$ cat src/rtl/fpga_exit_reporter_if.sv
// SoC-facing signal bundle for fpga_exit_reporter: UART passthrough, exit handshake and status.
// master = SoC/board side, slave = the reporter itself.
interface fpga_exit_reporter_if;
  logic        soc_uart_tx_i;
  logic        exit_valid_i;
  logic [31:0] exit_value_i;
  logic        uart_tx_o;
  logic        exit_led_o;
  logic        done_o;

  modport master (
    output soc_uart_tx_i,
    output exit_valid_i,
    output exit_value_i,
    input  uart_tx_o,
    input  exit_led_o,
    input  done_o
  );

  modport slave (
    input  soc_uart_tx_i,
    input  exit_valid_i,
    input  exit_value_i,
    output uart_tx_o,
    output exit_led_o,
    output done_o
  );
endinterface

$ cat src/rtl/fpga_exit_reporter.sv
// Passes SoC UART TX through; on exit, waits for line quiet then sends "EXIT XXXXXXXX\r\n".
// Define EXIT_REPORT_VERDICT_EN to append " PASS"/" FAIL" before CR LF (20-byte message).
module fpga_exit_reporter #(
  parameter int unsigned CLK_FREQ_HZ = 50000000,
  parameter int unsigned BAUD_RATE   = 115200,
  parameter int unsigned QUIET_BITS  = 20
) (
  input logic                 clk_i,
  input logic                 rst_ni,
  fpga_exit_reporter_if.slave bus
);

  localparam int unsigned CLKS_PER_BIT = CLK_FREQ_HZ / BAUD_RATE;
  localparam int unsigned QUIET_CLKS   = QUIET_BITS * CLKS_PER_BIT;
  localparam int unsigned BIT_CNT_W    = (CLKS_PER_BIT > 1) ? $clog2(CLKS_PER_BIT) : 1;
  localparam int unsigned QUIET_CNT_W  = (QUIET_CLKS > 1) ? $clog2(QUIET_CLKS) : 1;
`ifdef EXIT_REPORT_VERDICT_EN
  localparam int unsigned MSG_LEN      = 20;
`else
  localparam int unsigned MSG_LEN      = 15;
`endif

  if (CLKS_PER_BIT < 2) begin : g_bad_clks_per_bit
    $error("fpga_exit_reporter: CLK_FREQ_HZ / BAUD_RATE must be >= 2");
  end
  if (QUIET_BITS < 1) begin : g_bad_quiet_bits
    $error("fpga_exit_reporter: QUIET_BITS must be >= 1");
  end

  typedef enum logic [1:0] {
    IDLE,
    WAIT_QUIET,
    SEND,
    DONE
  } state_t;

  state_t                 state;
  logic [31:0]            exit_value_q;
  logic [QUIET_CNT_W-1:0] quiet_cnt;
  logic [BIT_CNT_W-1:0]   bit_clk_cnt;
  logic [3:0]             bit_idx;
  logic [4:0]             byte_idx;
  logic                   tx_q;
  logic                   exit_led_q;
  logic                   done_q;
  logic [7:0]             cur_byte;

  function automatic logic [7:0] hex_char(input logic [3:0] nib);
    return (nib < 4'd10) ? (8'h30 + {4'h0, nib}) : (8'h37 + {4'h0, nib});
  endfunction

  // Message ROM, indexed by the byte currently being serialized.
  always_comb begin
    cur_byte = 8'h20;
    case (byte_idx)
      5'd0:  cur_byte = 8'h45;
      5'd1:  cur_byte = 8'h58;
      5'd2:  cur_byte = 8'h49;
      5'd3:  cur_byte = 8'h54;
      5'd4:  cur_byte = 8'h20;
      5'd5:  cur_byte = hex_char(exit_value_q[31:28]);
      5'd6:  cur_byte = hex_char(exit_value_q[27:24]);
      5'd7:  cur_byte = hex_char(exit_value_q[23:20]);
      5'd8:  cur_byte = hex_char(exit_value_q[19:16]);
      5'd9:  cur_byte = hex_char(exit_value_q[15:12]);
      5'd10: cur_byte = hex_char(exit_value_q[11:8]);
      5'd11: cur_byte = hex_char(exit_value_q[7:4]);
      5'd12: cur_byte = hex_char(exit_value_q[3:0]);
`ifdef EXIT_REPORT_VERDICT_EN
      5'd13: cur_byte = 8'h20;
      5'd14: cur_byte = (exit_value_q == '0) ? 8'h50 : 8'h46;
      5'd15: cur_byte = 8'h41;
      5'd16: cur_byte = (exit_value_q == '0) ? 8'h53 : 8'h49;
      5'd17: cur_byte = (exit_value_q == '0) ? 8'h53 : 8'h4C;
      5'd18: cur_byte = 8'h0D;
      5'd19: cur_byte = 8'h0A;
`else
      5'd13: cur_byte = 8'h0D;
      5'd14: cur_byte = 8'h0A;
`endif
      default: cur_byte = 8'h20;
    endcase
  end

  always_ff @(posedge clk_i or negedge rst_ni) begin
    if (!rst_ni) begin
      state        <= IDLE;
      exit_value_q <= '0;
      quiet_cnt    <= '0;
      bit_clk_cnt  <= '0;
      bit_idx      <= '0;
      byte_idx     <= '0;
      tx_q         <= 1'b1;
      exit_led_q   <= 1'b0;
      done_q       <= 1'b0;
    end else begin
      case (state)
        IDLE: begin
          if (bus.exit_valid_i) begin
            exit_value_q <= bus.exit_value_i;
            exit_led_q   <= |bus.exit_value_i;
            quiet_cnt    <= '0;
            state        <= WAIT_QUIET;
          end
        end
        WAIT_QUIET: begin
          if (!bus.soc_uart_tx_i) begin
            quiet_cnt <= '0;
          end else if (quiet_cnt == QUIET_CNT_W'(QUIET_CLKS - 1)) begin
            // Start bit is loaded on the transition edge so it appears on the first SEND cycle.
            state       <= SEND;
            tx_q        <= 1'b0;
            bit_clk_cnt <= '0;
            bit_idx     <= '0;
            byte_idx    <= '0;
          end else begin
            quiet_cnt <= quiet_cnt + QUIET_CNT_W'(1);
          end
        end
        SEND: begin
          if (bit_clk_cnt != BIT_CNT_W'(CLKS_PER_BIT - 1)) begin
            bit_clk_cnt <= bit_clk_cnt + BIT_CNT_W'(1);
          end else begin
            bit_clk_cnt <= '0;
            if (bit_idx == 4'd9) begin
              if (byte_idx == 5'(MSG_LEN - 1)) begin
                state  <= DONE;
                tx_q   <= 1'b1;
                done_q <= 1'b1;
              end else begin
                byte_idx <= byte_idx + 5'd1;
                bit_idx  <= '0;
                tx_q     <= 1'b0;
              end
            end else begin
              // bit_idx is the bit just finished; load the next one (data LSB first, then stop).
              bit_idx <= bit_idx + 4'd1;
              tx_q    <= (bit_idx == 4'd8) ? 1'b1 : cur_byte[bit_idx[2:0]];
            end
          end
        end
        DONE: begin
          done_q <= 1'b1;
        end
        default: state <= IDLE;
      endcase
    end
  end

  always_comb begin
    case (state)
      SEND:    bus.uart_tx_o = tx_q;
      DONE:    bus.uart_tx_o = 1'b1;
      default: bus.uart_tx_o = bus.soc_uart_tx_i;
    endcase
  end

  assign bus.exit_led_o = exit_led_q;
  assign bus.done_o     = done_q;

endmodule

$ cat src/flat_wrapper.sv
// flat-port wrapper written by rule: the top's interface ports become plain ports
module fpga_exit_reporter_flat 
#(
  parameter int unsigned CLK_FREQ_HZ = 50000000,
  parameter int unsigned BAUD_RATE   = 115200,
  parameter int unsigned QUIET_BITS  = 20
)
  (clk_i, rst_ni, bus_soc_uart_tx_i, bus_exit_valid_i, bus_exit_value_i, bus_uart_tx_o, bus_exit_led_o, bus_done_o);
  fpga_exit_reporter_if bus_i ();
  input logic clk_i;
  input logic rst_ni;
  input wire logic [$bits(bus_i.soc_uart_tx_i)-1:0] bus_soc_uart_tx_i;
  input wire logic [$bits(bus_i.exit_valid_i)-1:0] bus_exit_valid_i;
  input wire logic [$bits(bus_i.exit_value_i)-1:0] bus_exit_value_i;
  output wire logic [$bits(bus_i.uart_tx_o)-1:0] bus_uart_tx_o;
  output wire logic [$bits(bus_i.exit_led_o)-1:0] bus_exit_led_o;
  output wire logic [$bits(bus_i.done_o)-1:0] bus_done_o;
  assign bus_i.soc_uart_tx_i = bus_soc_uart_tx_i;
  assign bus_i.exit_valid_i = bus_exit_valid_i;
  assign bus_i.exit_value_i = bus_exit_value_i;
  assign bus_uart_tx_o = bus_i.uart_tx_o;
  assign bus_exit_led_o = bus_i.exit_led_o;
  assign bus_done_o = bus_i.done_o;
  fpga_exit_reporter #(.CLK_FREQ_HZ(CLK_FREQ_HZ), .BAUD_RATE(BAUD_RATE), .QUIET_BITS(QUIET_BITS)) u_core (.clk_i(clk_i), .rst_ni(rst_ni), .bus(bus_i));
endmodule
$ cat config.mk
export PLATFORM = sky130hd
export DESIGN_NAME = fpga_exit_reporter_flat
export DESIGN_NICKNAME = d
export VERILOG_FILES = /design/src/rtl/fpga_exit_reporter_if.sv /design/src/rtl/fpga_exit_reporter.sv /design/src/flat_wrapper.sv
export SDC_FILE = /design/constraint.sdc
export NUM_CORES = 1
export LEC_CHECK = 0
export ABC_AREA = 1
export ABC_CLOCK_PERIOD_IN_PS = 5250
export CORE_MARGIN = 2
export CORE_UTILIZATION = 55
export CTS_BUF_LIST = sky130_fd_sc_hd__clkbuf_16
export DETAILED_ROUTE_END_ITERATION = 12
export GPL_TIMING_DRIVEN = 0
export HOLD_SLACK_MARGIN = 0.02
export MAX_ROUTING_LAYER = met4
export PLACE_DENSITY = 0.76
export SYNTH_ARGS = -nofsm -noshare
export SYNTH_HDL_FRONTEND = slang
export SYNTH_SLANG_ARGS = --single-unit
$ cat constraint.sdc
create_clock -name clk_i -period 5.25 [get_ports clk_i]
set_clock_uncertainty 0.15 [all_clocks]
set_input_delay 1.05 -clock clk_i [delete_from_list [all_inputs] [get_ports clk_i]]
set_output_delay 1.05 -clock clk_i [all_outputs]
set_load 0.01 [all_outputs]
Word-level counts from Yosys, hierarchy flattened
Index checks and enable logic that the tools add are counted.
Word-level totals
  register bits after elaboration: 69
  output and inout port bits: 3
  word-level logic and storage cells: 132
Cells by class
  add/subtract/negate cells: 20
  magnitude comparators: 9
  eq/ne operators: 29
  multiplexer cells: 50
  reductions and logical operators: 15
Operator list (number)
  $add A6 B4 Y7 const A: 16
  $pmux W8 S14: 1
  $mux W8: 8
  $mux W14: 3
  $eq A5 B4 Y1 const B: 7
  $lt A4 B4 Y1 const B: 8
  $reduce_or A32 Y1: 1
  $pmux W14 S2: 1
  $mux W9: 3
  $mux W5: 5
  $mux W4: 5
  $pmux W9 S2: 1
  $eq A5 B3 Y1 const B: 3
  $add A14 B1 Y14 const B: 1
  $eq A14 B14 Y1 const B: 1
  $mux W2: 6
  $eq A5 B2 Y1 const B: 2
  $mux W1: 10
  $pmux W5 S2: 1
  $add A9 B1 Y9 const B: 1
  $ne A9 B9 Y1 const B: 1
  $eq A4 B4 Y1 const B: 2
  $ne A2 B2 Y1 const B: 4
  $pmux W4 S2: 1
  other kinds (21): 31

Logic depth before layout (Yosys ltp)
Gate-level depths: netlist of run 1.
  depth after elaboration: 9
  gate-level depth with buffers: 16
  depth with buffers taken out: 16

Least setup slack after synthesis of run 1
No wires, ideal clock.
  path kind: input -> output
  from: in bus_soc_uart_tx_i
  to: out bus_uart_tx_o
  arrival time: 1389 ps
  data required time: 4050 ps
  setup slack: 2661 ps
  stages: 2
  path through: inv_1 > o21ai_0
Between the ends
  longest elaborated chain between the ends: 1
RTL lines
  start, declared: line flat_wrapper.sv:12  | input wire logic [$bits(bus_i.soc_uart_tx_i)-1:0] bus_soc_uart_tx_i;
  $pmux W1 S2: line fpga_exit_reporter.sv:151  | case (state)
  end, declared: line flat_wrapper.sv:15  | output wire logic [$bits(bus_i.uart_tx_o)-1:0] bus_uart_tx_o;
No other way between the ends.

Final worst setup path of run 1
Ends and elaborated chain as after synthesis.

==> results.py, run 1 <==
metrics = {
    "setup_path": {
        "crit_required_ns": 4.05,
        "r2r_setup_slack_ns": 2.90,
        "worstPathMaxFanout": 4,
        "end_kind": "output pin",
        "startpoint_type": "primary input",
        "setup.worst_path.class": "in -> out",
        "arrival_ns": 2.39,
    },
    "global_route": {
        "grt_pass1_vias": 4727,
        "antenna_found_initial": 0,
        "grt_pass1_wl_um": 21300,
        "gr-total-overflow": 0,
        "gr-usage-all-layers": 0.279,
        "grt_max_degree": 70,
    },
    "cells_and_area": {
        "area_growth_pct": 17.6,
        "fin_util": 0.673,
        "nets": 806,
        "diodes": 0,
        "fin_cells": 860,
        "drive_gt1_frac": 0.0609,
        "nFillCells": 762,
        "fin_area_sq_mm": 0.00556,
    },
    "detailed_routing": {
        "wirelength_um": 12100,
        "drt_pass1_iterations": 5,
        "drc_errors": 0,
        "via_per_inst": 5.51,
        "route.vias.total": 4738,
        "drt_iter0_drc": 272,
        "wl_per_cell_um": 14.1,
        "ant_nets": 0,
    },
    "timing": {
        "worst_pin_slew_ns": 0.888,
        "holdWs_ns": 0.322,
        "setup_tns_ns": 0,
        "finalCriticalPeriod_ns": 3.59,
        "fmax_ghz": 0.279,
        "relSlewSlack": 0.408,
        "hold_viol": 0,
        "setup_violations": 0,
        "period_share": 0.683,
        "grt_setup_unrepaired": "false",
        "slew_violations": 0,
    },
    "cts": {
        "hold_buffers": 0,
        "cts_buffer_depth": 2,
        "htree_levels": 3,
        "cts.sinks": 69,
        "postCtsResizedCells": 0,
        "clock_latency_ns": 0.34,
        "cts_root_buf": "clkbuf_16",
        "cts_tree": "yes",
        "clk_pin_slew_ns": 0.06,
        "cts_buffers": 9,
        "post_cts_buffers": 0,
    },
    "logic_synthesis": {
        "ys_ff_latch": 69,
        "postSynth.asyncResetShare": 1.00,
        "yosysSeqAreaShare": 0.366,
        "syn-num-nets": 757,
        "ys_warn_count": 0,
        "ys_types": 37,
        "synthFlopType": "dfrtp_1",
        "netlist_instances": 701,
        "synth_area_per_cell_sq_um": 6.74,
        "synth_edf_count": 0,
        "synthesis.area_sq_mm": 0.00472,
    },
    "placed_design": {
        "dp.cells": 844,
        "port_buffers": 38,
        "gp_congestion": 0.977,
        "placed_area_sq_mm": 0.00523,
        "hpwl_um": 9200,
    },
    "die": {
        "fp-row-count": 33,
        "io_pins": 39,
        "start_util": 0.572,
        "die_area_sq_mm": 0.00935,
        "core-area_sq_mm": 0.00826,
        "die_h_um": 96.7,
        "die_x_um": 96.7,
    },
    "power": {
        "p_leak_nw": 2.78,
        "power_density_mw_per_mm2": 226,
        "ir_worst_vdd_mv": 0.139,
    },
    "worst_hold_path": {
        "min-delay-path-class": "reg -> reg",
    },
    "run_status": {
        "status": "completed",
    },
    "job": {
        "max_cap_viol_count": 0,
    },
}
-- path summary, 6_finish.rpt --
check                                                       to  cells after the start                   startpoint
hold reg to reg                        u_core.tx_q$_DFFE_PN1P_                      2      u_core.tx_q$_DFFE_PN1P_
setup / recovery                                 bus_uart_tx_o                      4            bus_soc_uart_tx_i
max in group asynchronous        u_core.bit_idx[0]$_DFFE_PN0P_                      1                       rst_ni
hold / removal                         u_core.tx_q$_DFFE_PN1P_                      2      u_core.tx_q$_DFFE_PN1P_
setup reg to reg              u_core.quiet_cnt[13]$_DFFE_PN0P_                     11  u_core.state[0]$_DFFE_PN0P_
min in group asynchronous  u_core.exit_value_q[23]$_DFFE_PN0P_                      1                       rst_ni
-- power by group --
group / internal (W) / switching [W]
sequential: 0.000536 / 0.00000368
clock: 0.000418 / 0.000246
combinational: 0.0000275 / 0.0000255
-- worst max-delay path, cell delays in order --
cell,delay (ns)
clkdlybuf4s50_1,0.48
inv_1,0.09
o21ai_0,0.20
clkdlybuf4s50_1,0.57
-- layout make-up --
class	count	area, sq um	share of cell area
Sequential cell	69	1730	0.311
Timing Repair Buffer	38	378	0.0680
Multi-Input combinational cell	522	2580	0.465
Clock buffer	9	225	0.0405
Clock inverter	7	97.6	0.0176
Buffer	11	42.5	0.00766
Inverter	99	372	0.0669
Tap cell	105	131	0.0236
-- metal layers --
metal / global-route usage / vias to the layer above / share of wire
met5: - / - / 0
met4: 0.122 / 0 / 0.035
met3: 0.0556 / 40 / 0.040
met2: 0.453 / 117 / 0.47
met1: 0.339 / 2198 / 0.45
li1: - / 2383 / -
-- cell usage after synthesis (3+ instances only) --
master	n	area, sq um
xor2_1	3	26.3
nand4_1	7	43.8
o21ai_0	40	200
nor2_1	91	342
a21oi_1	46	230
nand3_1	81	405
clkbuf_1	10	37.5
nor4_1	9	56.3
nand2_2	6	37.5
nor2_2	8	50.1
nor3_1	16	80.1
ha_1	20	250
nand2_1	167	627
inv_1	93	349
dfrtp_1	68	1700
inv_2	6	22.5
-- flip-flops by register name, indices dropped and copies added, names as in the netlist, 2 cells and up --
signal / flops
u_core.state: 2
u_core.exit_value_q: 32
u_core.quiet_cnt: 14
u_core.byte_idx: 5
u_core.bit_idx: 4
u_core.bit_clk_cnt: 9
-- logic make-up after synthesis --
family          Yosys count  share of synthesized area
mux                       2                    0.00477
flops                    69                      0.366
buf+inv                 110                     0.0877
simple gates            394                      0.365
xor+xnor                  3                    0.00556
fa+ha+maj                20                     0.0530
compound gates          103                      0.118
-- layout by cell type (no fill, tap or decap), drive strengths merged --
| cell type | n |
|---|---|
| nand2 | 175 |
| inv | 101 |
| nor2 | 100 |
| nand3 | 82 |
| dfrtp | 68 |
| a21oi | 46 |
| o21ai | 42 |
| clkdlybuf4s50 | 37 |
| ha | 20 |
| clkbuf | 19 |
| nor3 | 18 |
| nor4 | 9 |
| nand4 | 7 |
| xor2 | 3 |
| a211oi | 2 |
| o21a | 2 |
| o41ai | 2 |
| and2 | 2 |
| o22ai | 2 |
| mux2 | 2 |
| bufinv | 2 |
| buf | 2 |
| clkinv | 2 |
| a221oi | 1 |
| a21boi | 1 |
| a22oi | 1 |
| nand3b | 1 |
| a221o | 1 |
| o2111ai | 1 |
| a41oi | 1 |
| a31oi | 1 |
| clkinvlp | 1 |
| dfstp | 1 |
-- per-stage QoR --
step / power [W] / setup slack, ns
detailed placement: 0.000603 / 1.65
floorplan: 0.000559 / 2.66
CTS: 0.00126 / 1.63
global placement: 0.000602 / 0.600
finish: 0.00126 / 1.66
global route: 0.00129 / 1.57
Note: power is estimated with default switching activity, not from simulation.
==> run 2: changes to the inputs <==
- ABC_CLOCK_PERIOD_IN_PS: 5250 -> 2900
- CORE_UTILIZATION: 55 -> 53
- PLACE_DENSITY: 0.76 -> 0.77
- clock period: 5.25 -> 2.9 ns (I/O delays scaled with it)
==> run 2 against run 1 <==
Effect of this change:
- clock power up 64%
- die area up 3.6%
- register-to-register slack worse by 2.2 ns
- critical endpoint unchanged
- critical path depth up 1
- largest cell class unchanged
- worst hold slack worse by 0.12 ns
- non-clock buffer count unchanged
- flip-flop and latch count unchanged
- worst setup slack worse by 1.5 ns
- utilization down 3.6 points
- combinational power up 82%
==> results.py, run 2 (synthesis gave the netlist of run 1 again) <==
metrics = {
    "global_route": {
        "antenna_found_initial": 0,
        "grt_pass1_vias": 4524,
        "gr-total-overflow": 0,
        "grt_max_degree": 70,
        "grt_pass1_wl_um": 20400,
        "gr-usage-all-layers": 0.268,
    },
    "timing": {
        "fmax_ghz": 0.371,
        "slew_violations": 0,
        "setup_tns_ns": 0,
        "fin_ws_ns": 0.205,
        "setup_violations": 0,
        "period_share": 0.929,
        "relSlewSlack": 0.409,
        "grt_setup_unrepaired": "false",
        "worst_pin_slew_ns": 0.887,
        "hold_viol": 0,
        "finalCriticalPeriod_ns": 2.70,
    },
    "die": {
        "io_pins": 39,
        "die_area_sq_mm": 0.00969,
        "fp-row-count": 34,
        "die_h_um": 98.4,
        "core-area_sq_mm": 0.00868,
        "start_util": 0.544,
        "die_x_um": 98.4,
    },
    "cts": {
        "postCtsResizedCells": 0,
        "hold_buffers": 0,
        "clk_pin_slew_ns": 0.06,
        "post_cts_buffers": 0,
        "cts_buffer_depth": 2,
        "cts_buffers": 9,
        "cts_root_buf": "clkbuf_16",
        "cts.sinks": 69,
        "cts_tree": "yes",
        "clock_latency_ns": 0.34,
        "htree_levels": 3,
    },
    "cells_and_area": {
        "mostFrequentLayoutCell": "nand2_1",
        "nets": 806,
        "diodes": 0,
        "nFillCells": 817,
        "regMostFlops": "u_core.exit_value_q",
        "layout_common_cells": "nand2_1 (167), inv_1 (94), nor2_1 (91)",
        "largest_register_ffs": 32,
        "multi_input_area_sq_mm": 0.00258,
        "fin_cells": 863,
        "drive_gt1_frac": 0.0609,
        "reg_top3": "u_core.exit_value_q (32), u_core.quiet_cnt (14), u_core.bit_clk_cnt (9)",
        "seq_area_sq_mm": 0.00173,
        "area_growth_pct": 17.1,
        "fin_util": 0.637,
    },
    "detailed_routing": {
        "met2_length_um": 5850,
        "wl_met3_um": 569,
        "routed.top_layer": "met4",
        "drt_pass1_iterations": 5,
        "wl_per_cell_um": 14.0,
        "via_per_inst": 5.50,
        "wirelength_um": 12100,
        "drt_iter0_drc": 225,
        "ant_nets": 0,
        "wirelength_met1_um": 5310,
        "route.vias.total": 4750,
        "drc_errors": 0,
    },
    "setup_path": {
        "crit_required_ns": 2.17,
        "startpoint_type": "register",
        "cp_top_family": "buffers and inverters",
        "arrival_ns": 1.97,
        "path_cells": "inv_1 -> ha_1 -> buf_2 -> o21ai_0 -> clkdlybuf4s50_1",
        "end_kind": "output pin",
        "crit_path_max_incr_delay_ns": 0.58,
        "worstPathBufferInverterCount": 3,
        "worstPathMaxFanout": 10,
        "setup.worst_path.class": "reg -> out",
        "slowest_stage": "clkdlybuf4s50_1",
    },
    "power": {
        "power.total_w": 0.00217,
        "power_density_mw_per_mm2": 392,
        "ir_worst_vdd_mv": 0.244,
        "p_leak_nw": 2.77,
    },
    "placed_design": {
        "hpwl_um": 9200,
        "dp.cells": 847,
        "gp_congestion": 0.950,
        "pre_cts_slack_ns": 0.265,
        "port_buffers": 38,
    },
    "run_status": {
        "status": "completed",
    },
    "worst_hold_path": {
        "min-delay-path-class": "in -> async",
    },
    "job": {
        "max_cap_viol_count": 0,
    },
}
==> run 2: layer usage <==
metal,up-vias,track usage
li1,2385,-
met1,2201,0.324
met2,132,0.441
met3,32,0.0440
met4,0,0.122
met5,-,-
==> run 2: path summary, 6_finish.rpt <==
kind | cells past startpoint | to | start | slack (ns)
max in group asynchronous | 1 | u_core.quiet_cnt[2]$_DFFE_PN0P_ | rst_ni | 1.80
min in group clk_i | 2 | u_core.tx_q$_DFFE_PN1P_ | u_core.tx_q$_DFFE_PN1P_ | 0.33
setup / recovery | 5 | bus_uart_tx_o | u_core.state[0]$_DFFE_PN0P_ | 0.20
hold reg to reg | 2 | u_core.tx_q$_DFFE_PN1P_ | u_core.tx_q$_DFFE_PN1P_ | 0.33
hold / removal | 1 | u_core.exit_value_q[21]$_DFFE_PN0P_ | rst_ni | 0.21
setup reg to reg | 14 | u_core.tx_q$_DFFE_PN1P_ | u_core.byte_idx[0]$_DFFE_PN0P_ | 0.66
==> run 2: area by class of cell <==
| class | count | share of cell area |
|---|---|---|
| plain buffers | 11 | 0.00769 |
| clock buffers | 9 | 0.0407 |
| clock inverters | 7 | 0.0122 |
| inverters | 99 | 0.0672 |
| multi-input cells | 522 | 0.467 |
| flip-flops and latches | 69 | 0.312 |
| well taps | 108 | 0.0244 |
| repair buffers | 38 | 0.0683 |
==> run 2: where the power goes <==
group          internal (W)  switching, W  leakage (nW)
clock              0.000661      0.000433         0.143
combinational     0.0000497     0.0000468          1.88
sequential         0.000970    0.00000683         0.754
total               0.00168      0.000487          2.77
==> run 2: stage by stage <==
| stage | hold slack (ns) | instance area (sq um) |
|---|---|---|
| floorplan | 0.134 | 4720 |
| global placement | 0.310 | 5240 |
| detailed placement | 0.313 | 5240 |
| CTS | 0.257 | 5530 |
| global route | 0.302 | 5530 |
| finish | 0.207 | 5530 |
